$ cat config.mk
export PLATFORM = sky130hd
export DESIGN_NAME = fetch_queue_flat
export DESIGN_NICKNAME = d
export VERILOG_FILES = /design/src/rtl/fetch_queue_if.sv /design/src/rtl/fetch_queue.sv /design/src/flat_wrapper.sv
export SDC_FILE = /design/constraint.sdc
export NUM_CORES = 1
export LEC_CHECK = 0
export BUFFER_PORTS_ARGS = -buffer_cell sky130_fd_sc_hd__buf_4
export CAP_MARGIN = 20
export CORE_ASPECT_RATIO = 0.75
export CORE_MARGIN = 10
export CORE_UTILIZATION = 25
export CTS_CLUSTER_DIAMETER = 100
export DETAILED_ROUTE_END_ITERATION = 7
export PLACE_DENSITY = 0.39
export SETUP_SLACK_MARGIN = 0.05
export SYNTH_ARGS = -nofsm -noshare
export SYNTH_HDL_FRONTEND = slang
export SYNTH_SLANG_ARGS = --single-unit
$ cat constraint.sdc
create_clock -name clk -period 9.45 [get_ports clk]
set_input_delay 1.4175 -clock clk [delete_from_list [all_inputs] [get_ports clk]]
set_output_delay 1.4175 -clock clk [all_outputs]
set_load 0.005 [all_outputs]
$ cat src/rtl/fetch_queue_if.sv
// Fetch-queue bus bundle: instruction-memory read port, redirect input and dequeue port.
interface fetch_queue_if #(
  parameter int unsigned ADDR_W  = 64,
  parameter int unsigned INSTR_W = 32,
  parameter int unsigned CNT_W   = 3
);
  logic               imem_req;
  logic [ADDR_W-1:0]  imem_addr;
  logic               imem_rvalid;
  logic [INSTR_W-1:0] imem_rdata;
  logic               redirect;
  logic [ADDR_W-1:0]  redirect_pc;
  logic               deq_valid;
  logic               deq_ready;
  logic [INSTR_W-1:0] deq_instr;
  logic [ADDR_W-1:0]  deq_pc;
  logic [CNT_W-1:0]   count;

  // Fetch queue side
  modport master (
    output imem_req, imem_addr, deq_valid, deq_instr, deq_pc, count,
    input  imem_rvalid, imem_rdata, redirect, redirect_pc, deq_ready
  );

  // Memory / register-fetch side
  modport slave (
    input  imem_req, imem_addr, deq_valid, deq_instr, deq_pc, count,
    output imem_rvalid, imem_rdata, redirect, redirect_pc, deq_ready
  );
endinterface

$ cat src/rtl/fetch_queue.sv
// Instruction-fetch front end: owns the fetch PC, issues 1-cycle-latency imem reads
// and buffers {pc, instr} pairs in a small FIFO; redirects flush and restart fetch.
module fetch_queue #(
  parameter int unsigned       DEPTH    = 4,
  parameter int unsigned       ADDR_W   = 64,
  parameter int unsigned       INSTR_W  = 32,
  parameter logic [ADDR_W-1:0] RESET_PC = '0
) (
  input logic           clk,
  input logic           reset,
  fetch_queue_if.master bus
);

  localparam int unsigned PTR_W = $clog2(DEPTH);
  localparam int unsigned CNT_W = PTR_W + 1;
  localparam int unsigned SUM_W = CNT_W + 1;

  typedef enum logic {BOOT, RUN} state_e;

  typedef struct packed {
    logic [ADDR_W-1:0]  pc;
    logic [INSTR_W-1:0] instr;
  } entry_t;

  state_e             state_q, state_d;
  logic [ADDR_W-1:0]  pc_q;
  logic [ADDR_W-1:0]  req_pc_q;
  logic [PTR_W-1:0]   rd_ptr_q, wr_ptr_q;
  logic [CNT_W-1:0]   count_q;
  logic               inflight_q;
  entry_t             mem_q [DEPTH];

  logic               issue_c, enq_c, deq_c, valid_c;
  logic [SUM_W-1:0]   credits_c;
  entry_t             head_c;

  // Next state plus issue/enqueue/dequeue decisions; redirect blocks all three
  always_comb begin
    state_d   = state_q;
    issue_c   = 1'b0;
    enq_c     = 1'b0;
    valid_c   = 1'b0;
    deq_c     = 1'b0;
    credits_c = SUM_W'(count_q) + SUM_W'(inflight_q);
    case (state_q)
      BOOT: state_d = RUN;
      RUN: begin
        issue_c = !bus.redirect && (credits_c < SUM_W'(DEPTH));
        enq_c   = bus.imem_rvalid && inflight_q && !bus.redirect;
        valid_c = (count_q != '0) && !bus.redirect;
        deq_c   = valid_c && bus.deq_ready;
      end
      default: state_d = BOOT;
    endcase
  end

  assign head_c        = mem_q[rd_ptr_q];
  assign bus.imem_req  = issue_c;
  assign bus.imem_addr = pc_q;
  assign bus.deq_valid = valid_c;
  assign bus.deq_instr = (count_q != '0) ? head_c.instr : '0;
  assign bus.deq_pc    = (count_q != '0) ? head_c.pc : '0;
  assign bus.count     = count_q;

  // Control state: PC, pointers, occupancy and outstanding-request flag
  always_ff @(posedge clk or negedge reset) begin
    if (!reset) begin
      state_q    <= BOOT;
      pc_q       <= RESET_PC;
      req_pc_q   <= '0;
      rd_ptr_q   <= '0;
      wr_ptr_q   <= '0;
      count_q    <= '0;
      inflight_q <= 1'b0;
    end else begin
      state_q <= state_d;
      if (bus.redirect) begin
        pc_q       <= bus.redirect_pc;
        rd_ptr_q   <= '0;
        wr_ptr_q   <= '0;
        count_q    <= '0;
        inflight_q <= 1'b0;
      end else begin
        inflight_q <= issue_c;
        if (issue_c) begin
          pc_q     <= pc_q + ADDR_W'(4);
          req_pc_q <= pc_q;
        end
        if (enq_c) wr_ptr_q <= wr_ptr_q + PTR_W'(1);
        if (deq_c) rd_ptr_q <= rd_ptr_q + PTR_W'(1);
        count_q <= count_q + CNT_W'(enq_c) - CNT_W'(deq_c);
      end
    end
  end

  // Queue storage; contents are only visible while count is non-zero
  always_ff @(posedge clk) begin
    if (enq_c) mem_q[wr_ptr_q] <= {req_pc_q, bus.imem_rdata};
  end

endmodule

$ cat src/flat_wrapper.sv
// flat-port wrapper written by rule: the top's interface ports become plain ports
module fetch_queue_flat 
#(
  parameter int unsigned       DEPTH    = 4,
  parameter int unsigned       ADDR_W   = 64,
  parameter int unsigned       INSTR_W  = 32,
  parameter logic [ADDR_W-1:0] RESET_PC = '0
)
  (clk, reset, bus_imem_req, bus_imem_addr, bus_deq_valid, bus_deq_instr, bus_deq_pc, bus_count, bus_imem_rvalid, bus_imem_rdata, bus_redirect, bus_redirect_pc, bus_deq_ready);
  fetch_queue_if #(.ADDR_W(ADDR_W), .INSTR_W(INSTR_W), .CNT_W((3))) bus_i ();
  input logic clk;
  input logic reset;
  output wire logic [$bits(bus_i.imem_req)-1:0] bus_imem_req;
  output wire logic [$bits(bus_i.imem_addr)-1:0] bus_imem_addr;
  output wire logic [$bits(bus_i.deq_valid)-1:0] bus_deq_valid;
  output wire logic [$bits(bus_i.deq_instr)-1:0] bus_deq_instr;
  output wire logic [$bits(bus_i.deq_pc)-1:0] bus_deq_pc;
  output wire logic [$bits(bus_i.count)-1:0] bus_count;
  input wire logic [$bits(bus_i.imem_rvalid)-1:0] bus_imem_rvalid;
  input wire logic [$bits(bus_i.imem_rdata)-1:0] bus_imem_rdata;
  input wire logic [$bits(bus_i.redirect)-1:0] bus_redirect;
  input wire logic [$bits(bus_i.redirect_pc)-1:0] bus_redirect_pc;
  input wire logic [$bits(bus_i.deq_ready)-1:0] bus_deq_ready;
  assign bus_imem_req = bus_i.imem_req;
  assign bus_imem_addr = bus_i.imem_addr;
  assign bus_deq_valid = bus_i.deq_valid;
  assign bus_deq_instr = bus_i.deq_instr;
  assign bus_deq_pc = bus_i.deq_pc;
  assign bus_count = bus_i.count;
  assign bus_i.imem_rvalid = bus_imem_rvalid;
  assign bus_i.imem_rdata = bus_imem_rdata;
  assign bus_i.redirect = bus_redirect;
  assign bus_i.redirect_pc = bus_redirect_pc;
  assign bus_i.deq_ready = bus_deq_ready;
  fetch_queue #(.DEPTH(DEPTH), .ADDR_W(ADDR_W), .INSTR_W(INSTR_W), .RESET_PC(RESET_PC)) u_core (.clk(clk), .reset(reset), .bus(bus_i));
endmodule
==> summary.md <==
| Metric | Value |
|---|---|
| # Post-CTS Setup Buffers | 0 |
| P_leak | 9.63 nW |
| Final wirelength | 68.8 mm |
| Levels on crit path | 6 |
| # diodes | 0 |
| Post-synth top flop | edfxtp_1 |
| Post-synth EDFFs | 384 |
| Initial antenna violation count | 3 |
| Slew Viols, Final | 0 |
| Period minus WS final | 4920 ps |
| GP Congestion | 0.798 |
| DIE AREA | 98200 µm² |
| Library cells used by synthesis | 63 |
| Mapped Area | 21500 µm² |
| Setup_tns | 0 ps |
| Post-synthesis mux area share | 10.5% |
| Most common cell after layout, fill and taps aside | edfxtp_1 |
| Worst-Margin Slew | 987 ps |
| Fin nets | 1785 |
| CTS root buffer | clkbuf_16 |
| Tcrit/Tclk final | 52.1% |
| Post-CTS Resized | 0 |
| Hold Violations, Final | 0 |
| Area after DPL | 24700 µm² |
| Synth async-reset ratio | 26.3% |
| Ratio of cells with drive above 1 in the final layout | 28.3% |
| H-tree levels | 2 |
| Worst-Skew Late Latency | 640 ps |
| Clock network fraction of total power | 41.2% |
| Vert. Die Dim | 274 µm |
| Sequential share of the synthesized area | 69.6% |
| Combinational Power Share | 8.2% |
| Synthesis Warnings | 0 |
| Crit path kind | input port to output port |
| Pwr dens | 205 nW/µm² |
| Avg Inst Size Synth | 15.2 µm² |
| Clk sinks | 521 |
| Post-synthesis register bit count | 521 |
| Clk buf depth | 3 |
| Clk pin slew, worst setup/hold paths | 60 ps |
| Initial DRC count | 1026 |
| RSZ-0062 raised after global routing | false |
| Slowest cell on the critical path | buf_4 |
| Family with the most delay on the worst path | buffers and inverters |
| Design area | 26600 µm² |
| Most frequent cells in the layout | 384 x edfxtp_1, 282 x buf_4, 248 x nand2_1, 135 x dfrtp_1, 99 x nor2b_1 |
| Vias in the first global route | 13500 |
| Post-synthesis simple-gate area fraction | 13.0% |
| Drt drc | 0 |
| Global-route wire length before repair | 99.1 mm |
| Max_cap viols | 0 |
| Post-DP HPWL | 44.8 mm |
| Sw frac | 24.7% |
| Layout Area Growth over Synthesis | 23.9% |
| Synth Area in Compound Gates | 4.28% |
| Int Pwr | 0.00411 W |
| # fillers | 8559 |
| Hold path depth | 0 |
| Die Width | 359 µm |
| Hold_buf cts | 0 |
| CP startpoint kind | input port |
| R2R depth | 9 |
| Grt ovf | 0 |
| Avg WL per Cell | 24.0 µm |
| TritonCTS buffer count | 58 |
| Achievable Freq | 0.203 GHz |
| CTS tree | yes |
| Most used cell, CP | buf_4 |
| Clk_skew | 28.6 ps |
| Buffers & Inverters on Critical Path | 4 |
| Critical path, cell by cell | buf_4 -> nand2b_1 -> o32a_2 -> buf_4 -> inv_4 -> buf_4 |
| Worst path max stage delay | 600 ps |
| Ports | 266 |
| 1st-pass router iterations | 5 |
| Max_slew headroom | 34.2% |
| Adder-cell share of the synthesized area | 0.559% |
| Port bufs | 265 |
| Flop pwr share | 50.7% |
| Initial Utilization | 25.1% |
| Post-Syn Nets | 1520 |
| Sw Pwr | 0.00135 W |
| # rows | 93 |
| Largest family of logic cells by synthesized area | simple AND/OR/NAND/NOR gates |
| Maximum VDD drop | 0.000128 V |
| DR vias | 13100 |
| Hold Path Class | register to register |
| Critical path endpoint category | output port |
| Average vias per placed instance | 4.56 |
| WP data arrival | 3500 ps |
| Worst Path Required | 8030 ps |
| Tot GR Track Use | 13.7% |
| Antenna viol nets, final | 0 |
| Crit-path max FO | 68 |
| Outcome | complete, no violations |
| Setup violators final | 0 |
| Pin count of the biggest net entering global routing | 84 |
| Core area | 85500 µm² |
| Synth Area in XOR/XNOR | 0.204% |
| Gate count after technology mapping | 1410 |
| Hold WS | 525 ps |
[layout make-up]
class / count / area, µm² / area share [%]
clock buffers: 77 / 1540 / 5.79
multi-input cells: 791 / 6140 / 23.1
inverters: 19 / 73.8 / 0.277
repair buffers: 284 / 2150 / 8.07
clock inverters: 33 / 322 / 1.21
flip-flops and latches: 521 / 15000 / 56.2
well taps: 1140 / 1430 / 5.36
[power by group through the flow]
stage                     combinational, W  sequential (W)  clock, W
after floorplan                   0.000205         0.00274         0
after global placement            0.000460         0.00280         0
after detailed placement          0.000461         0.00281         0
after CTS                         0.000464         0.00277   0.00233
after global routing              0.000502         0.00279   0.00241
final                             0.000446         0.00277   0.00225
[cells by family after synthesis]
logic type / after synthesis
AND/OR/NAND/NOR: 541
flip-flops: 521
AO/OA/AOI/OAI: 130
multiplexers: 105
buffers and inverters: 98
adder cells (fa/ha/maj): 9
XOR/XNOR: 5
other: 1
[sequential cells by signal, summed over array words and instances, names as in the netlist]
signal	count
u_core.bus.count	3
u_core.bus.imem_addr	64
u_core.inflight_q	1
u_core.mem_q	384
u_core.rd_ptr_q	2
u_core.req_pc_q	64
u_core.state_q	1
u_core.wr_ptr_q	2
[path summary, 6_finish.rpt]
path / slack (ps) / startpoint / to
max: 4530 / bus_redirect / bus_imem_req
min: 520 / u_core.req_pc_q[39] / u_core.mem_q[0][71]
max reg2reg: 5850 / u_core.bus.count[1] / u_core.bus.imem_addr[40]
min reg2reg: 520 / u_core.req_pc_q[39] / u_core.mem_q[0][71]
max in group asynchronous: 7160 / reset / u_core.bus.imem_addr[46]
min in group asynchronous: 810 / reset / u_core.req_pc_q[53]
[cell usage after synthesis (4+ instances only)]
| master | instances | area share (%) |
|---|---|---|
| a21o_1 | 5 | 0.17 |
| a21oi_1 | 16 | 0.37 |
| a221o_1 | 10 | 0.47 |
| and2_1 | 8 | 0.23 |
| and3_1 | 17 | 0.49 |
| buf_1 | 12 | 0.21 |
| buf_2 | 22 | 0.51 |
| clkbuf_1 | 39 | 0.68 |
| clkbuf_2 | 4 | 0.093 |
| dfrtp_1 | 137 | 16 |
| edfxtp_1 | 384 | 54 |
| ha_1 | 8 | 0.47 |
| inv_1 | 19 | 0.33 |
| mux2i_1 | 6 | 0.28 |
| mux4_2 | 96 | 10 |
| nand2_1 | 248 | 4.3 |
| nand2b_1 | 5 | 0.15 |
| nand3_1 | 45 | 1.0 |
| nand4_1 | 26 | 0.76 |
| nand4_2 | 6 | 0.35 |
| nor2_1 | 24 | 0.42 |
| nor2b_1 | 99 | 2.9 |
| nor3_1 | 15 | 0.35 |
| nor3b_1 | 4 | 0.14 |
| nor4_1 | 7 | 0.20 |
| nor4_2 | 4 | 0.23 |
| o211ai_1 | 29 | 1.0 |
| o21ai_0 | 30 | 0.70 |
| o311ai_0 | 13 | 0.53 |
| or3_1 | 4 | 0.12 |
| or4_1 | 11 | 0.38 |
[layer usage]
| layer | vias to the layer above | wire length, µm | global-route usage (%) | share of wire (%) |
|---|---|---|---|---|
| li1 | 5920 | - | - | - |
| met1 | 6776 | 32700 | 19.6 | 48 |
| met2 | 289 | 30000 | 20.2 | 44 |
| met3 | 68 | 5030 | 4.47 | 7.3 |
| met4 | 4 | 1030 | 2.81 | 1.5 |
| met5 | - | 23 | 0 | 0.033 |
[through the flow]
stage / setup slack [ps] / utilization [%] / instances / total power, W
6_report: 4530 / 31.1 / 2865 / 0.00546
5_1_grt: 4360 / 31.1 / 2865 / 0.00570
4_1_cts: 4280 / 31.1 / 2864 / 0.00556
3_5_place_dp: 4430 / 28.9 / 2754 / 0.00327
3_3_place_gp: 4450 / 28.9 / 2754 / 0.00326
2_1_floorplan: 4630 / - / 1410 / 0.00294
Note: power is estimated with default switching activity, not from simulation.
